### src/rtl/wb_port_arbiter.sv
`default_nettype none
// ============================================================================
//  Module   : wb_port_arbiter
//  Purpose  : Arbitrates the single register-file write port between the
//             in-order pipeline writeback stream (P) and a long-latency unit
//             stream (L). P has fixed priority. A starvation counter lets L
//             win a tie once it has lost STARVE_LIMIT cycles in a row. The
//             winner is registered, so the output appears one cycle after the
//             grant.
//  Ports    : clk, reset              - clock, synchronous active-high reset
//             p_* / l_*               - request streams (valid/ready handshake
//                                       carrying we, waddr, wdata, pc)
//             rf_we/rf_waddr/rf_wdata - regfile write port (r0 suppressed)
//             wb_rf_zip               - {rf_we, rf_waddr, rf_wdata} to ID
//             debug_wb_pc/_rf_we      - debug trace of the retiring write
//             wb_src                  - 0 = output came from P, 1 = from L
//  Revision : 1.0  initial release
// ============================================================================
module wb_port_arbiter #(
    parameter int STARVE_LIMIT = 4,
    parameter int CNT_W        = 4
) (
    input  logic        clk,
    input  logic        reset,
    input  logic        p_valid,
    output logic        p_ready,
    input  logic        p_we,
    input  logic [4:0]  p_waddr,
    input  logic [31:0] p_wdata,
    input  logic [31:0] p_pc,
    input  logic        l_valid,
    output logic        l_ready,
    input  logic        l_we,
    input  logic [4:0]  l_waddr,
    input  logic [31:0] l_wdata,
    input  logic [31:0] l_pc,
    output logic        rf_we,
    output logic [4:0]  rf_waddr,
    output logic [31:0] rf_wdata,
    output logic [37:0] wb_rf_zip,
    output logic [31:0] debug_wb_pc,
    output logic [3:0]  debug_wb_rf_we,
    output logic        wb_src
);

    localparam logic [CNT_W-1:0] C_LIMIT = CNT_W'(STARVE_LIMIT);

    logic [CNT_W-1:0] starve_q, starve_d;
    logic             out_valid_q, out_valid_d;
    logic             out_we_q,    out_we_d;
    logic [4:0]       out_waddr_q, out_waddr_d;
    logic [31:0]      out_wdata_q, out_wdata_d;
    logic [31:0]      out_pc_q,    out_pc_d;
    logic             out_src_q,   out_src_d;

    logic w_p_grant;
    logic w_l_grant;

    // Grant depends only on the valids and the counter, never on payload.
    // With STARVE_LIMIT = 0 the comparison is always true, so L wins ties.
    always_comb begin
        w_l_grant = l_valid & (~p_valid | (starve_q >= C_LIMIT));
        w_p_grant = p_valid & ~w_l_grant;
    end

    assign p_ready = w_p_grant;
    assign l_ready = w_l_grant;

    always_comb begin
        starve_d    = starve_q;
        out_valid_d = 1'b0;
        out_we_d    = out_we_q;
        out_waddr_d = out_waddr_q;
        out_wdata_d = out_wdata_q;
        out_pc_d    = out_pc_q;
        out_src_d   = out_src_q;

        // L counts consecutive cycles it waited while P took the port.
        if (!l_valid || w_l_grant) begin
            starve_d = '0;
        end else if (w_p_grant && (starve_q < C_LIMIT)) begin
            starve_d = starve_q + 1'b1;
        end

        if (w_l_grant) begin
            out_valid_d = 1'b1;
            out_we_d    = l_we;
            out_waddr_d = l_waddr;
            out_wdata_d = l_wdata;
            out_pc_d    = l_pc;
            out_src_d   = 1'b1;
        end else if (w_p_grant) begin
            out_valid_d = 1'b1;
            out_we_d    = p_we;
            out_waddr_d = p_waddr;
            out_wdata_d = p_wdata;
            out_pc_d    = p_pc;
            out_src_d   = 1'b0;
        end
    end

    // Reset dominates: a request granted in the reset cycle is dropped.
    always_ff @(posedge clk) begin
        if (reset) begin
            starve_q    <= '0;
            out_valid_q <= 1'b0;
            out_we_q    <= 1'b0;
            out_waddr_q <= 5'd0;
            out_wdata_q <= 32'd0;
            out_pc_q    <= 32'd0;
            out_src_q   <= 1'b0;
        end else begin
            starve_q    <= starve_d;
            out_valid_q <= out_valid_d;
            out_we_q    <= out_we_d;
            out_waddr_q <= out_waddr_d;
            out_wdata_q <= out_wdata_d;
            out_pc_q    <= out_pc_d;
            out_src_q   <= out_src_d;
        end
    end

    // Writes to r0 never reach the regfile.
    assign rf_we          = out_valid_q & out_we_q & (out_waddr_q != 5'd0);
    assign rf_waddr       = out_waddr_q;
    assign rf_wdata       = out_wdata_q;
    assign wb_rf_zip      = {rf_we, rf_waddr, rf_wdata};
    assign debug_wb_pc    = out_pc_q;
    assign debug_wb_rf_we = {4{rf_we}};
    assign wb_src         = out_src_q;

endmodule
`default_nettype wire

### config.mk
export PLATFORM = sky130hd
export DESIGN_NAME = wb_port_arbiter
export DESIGN_NICKNAME = d
export VERILOG_FILES = /design/src/rtl/wb_port_arbiter.sv
export SDC_FILE = /design/constraint.sdc
export NUM_CORES = 1
export LEC_CHECK = 0
export BUFFER_PORTS_ARGS = -buffer_cell sky130_fd_sc_hd__buf_2
export CORE_ASPECT_RATIO = 0.9
export CORE_MARGIN = 3
export CORE_UTILIZATION = 43
export CTS_BUF_LIST = sky130_fd_sc_hd__clkbuf_16
export DETAILED_ROUTE_END_ITERATION = 6
export PLACE_DENSITY = 0.88
export SYNTH_ARGS = -nofsm -noshare
export SYNTH_HDL_FRONTEND = slang
export SYNTH_SLANG_ARGS = --single-unit
### constraint.sdc
create_clock -name clk -period 1.7 [get_ports clk]
set_input_delay 0.085 -clock clk [delete_from_list [all_inputs] [get_ports clk]]
set_output_delay 0.085 -clock clk [all_outputs]
set_load 0.01 [all_outputs]
==> results.json, run 1 <==
{
  "run_status": "completed",
  "clkSinkCount": 76,
  "antenna_cells": 0,
  "crit_type": "reg2reg",
  "fp.dieH_um": 97.8,
  "max_cap_viol_count": 0,
  "synthTopCellsByCount": "dfxtp_1 (76), nor2b_1 (73), a211oi_1 (70), a221oi_1 (70), inv_1 (70)",
  "avgSynthCellArea_um2": 8.71,
  "yosysWarnings": 0,
  "maxSlewViolCount": 0,
  "numCtsBuffers": 9,
  "worst_slew_pin_slew_ps": 669,
  "vias": 4355,
  "dr.pass1.iters": 5,
  "crit_family": "simple AND/OR/NAND/NOR gates",
  "vias_per_cell": 5.42,
  "setup_viol": 0,
  "cts_tree": "done",
  "antenna_found_initial": 0,
  "clk-insertion-delay-late_ps": 320,
  "ioPinCount": 259,
  "syn_inst": 462,
  "synth-seq-cells": 76,
  "drt_iter0_drc": 287,
  "synth_area_um2": 4020,
  "worst-path-stages": 5,
  "gp_congestion": 0.783,
  "async_flop_share_pct": 0,
  "power_per_cell_area_nw_per_um2": 875,
  "yosys.area.top_type": "dfxtp_1",
  "fin_crit_sh_pct": 97.4,
  "yosysSeqAreaShare_pct": 37.8,
  "hold_violations": 0,
  "rsz0062_at_grt": "yes",
  "core_um2": 8850,
  "row_count": 32,
  "endpoint_kind": "register",
  "required_ps": 1930,
  "die_w_um": 108,
  "drive_gt1_share_pct": 42.4,
  "synth_top_flop_cell": "dfxtp_1",
  "critPathLaunchType": "register",
  "synth_nets": 607,
  "r2r_cells": 5,
  "grt_pass1_vias": 4269,
  "grt_pass1_wl_um": 20600,
  "synth_cell_types": 19,
  "nets": 825,
  "grt_use_total_pct": 24.1,
  "cp_slowest_cell": "or3b_4",
  "leakage_nw": 2.89,
  "htreeDepth": 3,
  "synth_edf_count": 0,
  "finalPower_mw": 4.95,
  "worstPathCellList": "or3b_4 -> and2_4 -> buf_4 -> bufbuf_16 -> a211oi_1",
  "clockBufferDepth": 2,
  "r2r_setup_slack_ps": 40,
  "r2r-start": "starve_q[3]",
  "hold_class": "in2reg",
  "finalClockSkew_ps": 7.02,
  "critical_path_buf_inv_count": 2,
  "max_stage_delay_ps": 390,
  "ant_nets": 0,
  "synth.most_common_cell": "dfxtp_1",
  "drc": 0,
  "synthToLayoutAreaGrowth_pct": 40.5,
  "fill_cells": 746,
  "dpl.hpwl_um": 8710,
  "fmax_ghz": 0.604,
  "fin_setup_tns_ps": 0,
  "grt_overflow": 0,
  "worstPathArrival_ps": 1890,
  "dieArea_um2": 10600,
  "vdd.ir_drop.worst_uv": 558,
  "wl_um": 13400,
  "period_needed_ps": 1660,
  "io_buffers": 258,
  "wl_per_cell_um": 16.7,
  "min_from": "l_pc[18]",
  "synth_top_area_share_pct": 37.8,
  "crit_fanout": 36,
  "hold_depth": 3,
  "clk_pin_slew_ps": 60,
  "grt_max_degree": 144,
  "slew_headroom_pct": 55.4,
  "clockRootBuffer": "clkbuf_16",
  "crit_start": "starve_q[3]",
  "start_util_pct": 45.5,
  "synth.area.top_cells": "dfxtp_1 (38%), a221oi_1 (15%), a211oi_1 (13%)"
}
layout by cell type (no fill, tap or decap):
cell type      Yosys  routed
buf_2              1     257
dfxtp_1           76      75
nor2b_1           73      73
inv_1             70      71
a221oi_1          70      70
a211oi_1          70      67
dlygate4sd3_1      0      26
buf_4             43      10
clkbuf_16          0       9
a211oi_2           0       3
nor2_1             3       3
and2_1             3       2
clkinv_1           0       2
bufbuf_16          0       2
buf_12             0       2
or3b_4             0       1
and2_4             0       1
or3_1              1       1
o311a_4            0       1
nor3b_1            1       1
a21oi_1            1       1
ha_1               1       1
clkinv_4           0       1
bufinv_16          0       1
clkinvlp_4         0       1
dfxtp_2            0       1
conb_1             1       1
worst paths after layout:
path                                   endpoint
worst max-delay path            debug_wb_pc[14]
worst min-delay path            debug_wb_pc[18]
worst max register to register  debug_wb_pc[14]
worst min register to register      starve_q[0]
state kept, by name (all words and copies together), names as in the netlist:
name and cells:
debug_wb_pc 32, rf_wdata 32, rf_waddr 5, starve_q 4, out_valid_q 1, out_we_q 1, wb_src 1
cell type report:
type	instances	area (um^2)	share of cell area, %
Clock inverter	6	57.6	1.02
Inverter	70	263	4.65
Clock buffer	9	225	3.98
Tap cell	119	149	2.63
Sequential cell	76	1520	26.9
Timing Repair Buffer	297	1730	30.5
Multi-Input combinational cell	226	1710	30.3
stage by stage:
stage | hold WS [ps] | util (%) | cell area (um^2) | setup WS [ps] | instances
after floorplan | 223 | - | 4020 | 207 | 462
after global placement | 329 | 56.4 | 4990 | 133 | 757
after detailed placement | 333 | 56.4 | 4990 | 76.4 | 757
after CTS | 0.0698 | 63.5 | 5620 | 19.4 | 801
after global routing | 8.88 | 63.9 | 5650 | -3.45 | 803
final | 5.56 | 63.9 | 5650 | 43.8 | 803
worst reg2reg max path: stages (launching register included):
cell       delay (ps)
dfxtp_1           300
or3b_4            390
and2_4            160
buf_4             130
bufbuf_16         310
a211oi_1          280
timing repair:
action	in CTS	in global routing
gates cloned	2	0
resized for setup	3	4
pin swaps	1	0
endpoints found under the hold margin	26	0
setup buffers	1	2
hold buffers	26	0
setup endpoints to repair	8	10
cell families after synthesis:
group / after synthesis / synth area share, %
other: 1 / 0.0932
buffers and inverters: 160 / 20.5
and+or+nand+nor: 82 / 12.7
DFF: 76 / 37.8
AOI/OAI and AO/OA: 142 / 28.7
adders and majority gates: 1 / 0.311
metal layers:
metal | track usage (%) | vias up | part of all wire [%]
met5 | 0 | - | 0
met3 | 5.49 | 29 | 8.2
li1 | - | 2027 | -
met1 | 27.7 | 2050 | 38
met4 | 10.4 | 0 | 2.3
met2 | 42.7 | 249 | 51
power by group:
group          total, mW  internal (mW)  switching (mW)  leakage, nW
logic               1.11          0.548           0.561         2.12
clock network       1.83           1.12           0.710        0.138
registers           2.02           1.92          0.0910        0.632
(Power assumes the default switching activity.)
==> run 2: changes to the inputs <==
--- a/config.mk
+++ b/config.mk
@@ -6,12 +6,12 @@
 export NUM_CORES = 1
 export LEC_CHECK = 0
 export BUFFER_PORTS_ARGS = -buffer_cell sky130_fd_sc_hd__buf_2
-export CORE_ASPECT_RATIO = 0.9
+export CORE_ASPECT_RATIO = 0.7
 export CORE_MARGIN = 3
 export CORE_UTILIZATION = 43
 export CTS_BUF_LIST = sky130_fd_sc_hd__clkbuf_16
 export DETAILED_ROUTE_END_ITERATION = 6
-export PLACE_DENSITY = 0.88
+export PLACE_DENSITY_LB_ADDON = 0.15
 export SYNTH_ARGS = -nofsm -noshare
 export SYNTH_HDL_FRONTEND = slang
 export SYNTH_SLANG_ARGS = --single-unit
==> results.json, run 2 (synthesis results as in run 1) <==
{
  "run_status": "completed",
  "start_util_pct": 45.9,
  "endpoint_kind": "output port",
  "hold_class": "in2reg",
  "nets": 847,
  "worstPathArrival_ps": 1580,
  "fin_crit_sh_pct": 97.9,
  "period_needed_ps": 1660,
  "pwr-share-seq_pct": 41.4,
  "hold_violations": 0,
  "grt_overflow": 0,
  "ioPinCount": 259,
  "io_buffers": 258,
  "fp.dieH_um": 86.9,
  "dieArea_um2": 10600,
  "rsz0062_at_grt": "yes",
  "power_frac_clock_pct": 35.2,
  "vias_per_cell": 5.19,
  "layout.cells.most_common_list": "buf_2 (256), dfxtp_1 (74), nor2b_1 (73), inv_1 (71)",
  "row_count": 28,
  "max_cap_viol_count": 0,
  "crit_type": "reg2out",
  "critPathLaunchType": "register",
  "setup_slack_ps": 36.0,
  "maxSlewViolCount": 0,
  "clk-insertion-delay-late_ps": 330,
  "fin_setup_tns_ps": 0,
  "antenna_found_initial": 0,
  "die_w_um": 122,
  "grt_use_total_pct": 24.1,
  "drt_iter0_drc": 274,
  "gp_congestion": 0.759,
  "combPwrFrac_pct": 23.4,
  "seq_area_um2": 1520,
  "dpl.hpwl_um": 8770,
  "setup_viol": 0,
  "drive_gt1_share_pct": 41.7,
  "core_um2": 8760,
  "fmax_ghz": 0.601,
  "fill_cells": 724,
  "layout.cells.most_common": "buf_2",
  "placedCellCount": 761,
  "clockRootBuffer": "clkbuf_16",
  "p_switching_mw": 1.38,
  "dr.pass1.iters": 4,
  "vdd.ir_drop.worst_uv": 518,
  "crit_fanout": 6,
  "antenna_cells": 0,
  "clkSinkCount": 76,
  "worst_slew_pin_slew_ps": 590,
  "clk_pin_slew_ps": 60,
  "power_per_cell_area_nw_per_um2": 833,
  "required_ps": 1620,
  "swShare_pct": 28.4,
  "leakage_nw": 2.96,
  "cts_tree": "done",
  "grt_pass1_wl_um": 20600,
  "vias": 4296,
  "grt_max_degree": 144,
  "drc": 0,
  "grt_pass1_vias": 4090,
  "finalPower_mw": 4.86,
  "dp_slack_ps": 59.0,
  "ant_nets": 0,
  "wl_per_cell_um": 16.4,
  "slew_headroom_pct": 60.6,
  "internal_power_mw": 3.48,
  "multi_input_area_um2": 1700,
  "synthToLayoutAreaGrowth_pct": 44.9,
  "clockBufferDepth": 2,
  "finalClockSkew_ps": 7.48,
  "fin_cells": 827,
  "numCtsBuffers": 9,
  "htreeDepth": 3,
  "wl_um": 13500
}
[run 2: power groups by stage]
stage               clock network [mW]  registers, mW  logic [mW]
finish                            1.71           2.01        1.14
global route                      1.83           2.03        1.24
CTS                               1.76           2.01        1.11
detailed placement                   0           2.04        1.02
global placement                     0           2.04        1.00
floorplan                            0           2.10       0.598
[run 2: what timing repair did]
| action | 4_1_cts | 5_1_grt |
|---|---|---|
| gates resized for setup | 3 | 5 |
| gates cloned | 0 | 1 |
| hold endpoints to repair | 44 | 0 |
| pin swaps | 1 | 1 |
| hold buffers | 44 | 0 |
| endpoints found under the setup margin | 3 | 7 |
| setup buffers | 1 | 4 |
[run 2: cell type report]
| type | count | area share [%] |
|---|---|---|
| clock buffers | 9 | 3.86 |
| clock inverters | 7 | 0.773 |
| inverters | 70 | 4.51 |
| multi-input cells | 226 | 29.2 |
| flip-flops and latches | 76 | 26.1 |
| well taps | 120 | 2.58 |
| repair buffers | 319 | 33.0 |
[run 2: per-stage QoR]
step,hold WS [ps],util (%),area [um^2]
final,11.2,66.6,5830
after global routing,4.64,66.6,5830
after CTS,0.942,65.8,5760
after detailed placement,334,57.4,5030
after global placement,327,57.4,5030
after floorplan,223,-,4020
[run 2: metal layers]
| layer | vias to the layer above | GRT usage [%] | wire (um) |
|---|---|---|---|
| met5 | - | 0 | 0 |
| met4 | 0 | 5.70 | 91 |
| met3 | 8 | 5.45 | 1010 |
| met2 | 199 | 41.4 | 6710 |
| met1 | 2019 | 31.0 | 5720 |
| li1 | 2070 | - | - |
[run 2: worst paths after layout]
kind | slack [ps] | cells after the start | end | startpoint
max | 40 | 3 | debug_wb_rf_we[0] | rf_waddr[4]
min | 10 | 3 | rf_wdata[23] | l_wdata[23]
max reg2reg | 120 | 5 | debug_wb_pc[5] | starve_q[3]
min reg2reg | 450 | 1 | starve_q[0] | starve_q[0]
[run 2: worst max-delay path, stage by stage (launching register included)]
cell     delay [ps]
dfxtp_2         330
or3_4           380
o311a_4         390
buf_2           150
==> run 3: changes to the inputs <==
--- a/config.mk
+++ b/config.mk
@@ -12,6 +12,8 @@
 export CTS_BUF_LIST = sky130_fd_sc_hd__clkbuf_16
 export DETAILED_ROUTE_END_ITERATION = 6
 export PLACE_DENSITY_LB_ADDON = 0.15
+export SETUP_SLACK_MARGIN = 0.05
+export SLEW_MARGIN = 5
 export SYNTH_ARGS = -nofsm -noshare
 export SYNTH_HDL_FRONTEND = slang
 export SYNTH_SLANG_ARGS = --single-unit
==> results.json, run 3 (synthesis results as in run 1) <==
{
  "antenna_cells": 0,
  "period_needed_ps": 1640,
  "worstSetupEndpoint": "rf_we",
  "clockRootBuffer": "clkbuf_16",
  "start_util_pct": 45.9,
  "numCtsBuffers": 9,
  "layout.cells.most_common_list": "buf_2 (253), dfxtp_1 (74), nor2b_1 (73), inv_1 (71), a221oi_1 (70)",
  "holdWs_ps": 5.86,
  "fin_crit_sh_pct": 96.6,
  "r2r-start": "starve_q[2]",
  "layout.cells.most_common": "buf_2",
  "vias": 4289,
  "r2r_cells": 5,
  "crit_fanout": 6,
  "synthToLayoutAreaGrowth_pct": 46.2,
  "die_w_um": 122,
  "seq_area_um2": 1520,
  "fp.dieH_um": 86.9,
  "nets": 847,
  "clk_pin_slew_ps": 60,
  "worst_slew_pin_slew_ps": 587,
  "drc": 0,
  "hold_class": "in2reg",
  "core_um2": 8760,
  "cts_tree": "done",
  "fmax_ghz": 0.609,
  "hold_violations": 0,
  "vias_per_cell": 5.19,
  "ant_nets": 0,
  "clkSinkCount": 76,
  "max_cap_viol_count": 0,
  "critPathLaunchType": "register",
  "clk-insertion-delay-late_ps": 330,
  "antenna_found_initial": 0,
  "ioPinCount": 259,
  "rsz0062_at_grt": "yes",
  "gp_congestion": 0.759,
  "drt_iter0_drc": 247,
  "vdd.ir_drop.worst_uv": 506,
  "worstPathArrival_ps": 1560,
  "clockBufferDepth": 2,
  "crit_type": "reg2out",
  "io_buffers": 258,
  "crit_start": "rf_waddr[4]",
  "wl_per_cell_um": 16.5,
  "finalClockSkew_ps": 6.84,
  "required_ps": 1620,
  "endpoint_kind": "output port",
  "htreeDepth": 3,
  "grt_use_total_pct": 24.5,
  "run_status": "completed",
  "dieArea_um2": 10600,
  "row_count": 28,
  "dr.pass1.iters": 4,
  "wl_um": 13600,
  "fill_cells": 726,
  "power_per_cell_area_nw_per_um2": 830,
  "fin_util_pct": 67.2,
  "r2r_end": "rf_wdata[12]",
  "grt_overflow": 0,
  "multi_input_area_um2": 1730,
  "fin_setup_tns_ps": 0,
  "r2r_setup_slack_ps": 100,
  "grt_max_degree": 144,
  "drive_gt1_share_pct": 42.4,
  "leakage_nw": 2.97,
  "maxSlewViolCount": 0,
  "dpl.hpwl_um": 8770,
  "slew_headroom_pct": 60.8,
  "grt_pass1_wl_um": 20800,
  "grt_pass1_vias": 4136,
  "setup_viol": 0
}
[run 3: critical path: stages, from the launching register on]
cell     delay, ps
dfxtp_2        330
or3_4          380
o311a_4        360
buf_2          170
[run 3: layer usage]
metal,GRT usage [%],vias up,part of all wire (%)
met2,42.0,183,50
met4,6.10,0,1.0
met1,31.5,2023,42
li1,-,2073,-
met3,5.45,10,7.4
met5,0,-,0
[run 3: worst min path at each step]
stage	from	end	slack, ps	depth (start not counted)
floorplan	l_pc[0]	debug_wb_pc[0]	220	2
global placement	l_wdata[24]	rf_wdata[24]	330	3
detailed placement	l_wdata[19]	rf_wdata[19]	330	3
CTS	l_waddr[4]	rf_waddr[4]	0.2	3
global route	l_wdata[16]	rf_wdata[16]	5	3
finish	l_wdata[23]	rf_wdata[23]	6	3
[run 3: what timing repair did]
item	in CTS	in global routing
hold buffers	44	0
endpoints found under the hold margin	44	0
setup endpoints to repair	10	13
pin swaps	1	1
setup buffers	3	2
gates resized for setup	4	11
cloned	1	0
[run 3: per-stage QoR]
stage	cells	area [um^2]	total power, mW	setup slack [ps]
floorplan	462	4020	2.69	207
global placement	761	5030	3.05	113
detailed placement	761	5030	3.07	59.0
CTS	825	5810	4.90	54.0
global route	827	5880	5.12	6.34
finish	827	5880	4.88	58.5
[run 3: power by group]
group	internal (mW)	switching, mW
Clock	0.979	0.741
Combinational	0.586	0.568
Sequential	1.92	0.0856
Total	3.49	1.39
[run 3: final cells by class]
class	count	share of cell area, %
clock buffers	9	3.83
well taps	120	2.55
clock inverters	7	0.766
repair buffers	319	33.1
multi-input cells	226	29.3
flip-flops and latches	76	25.9
inverters	70	4.47
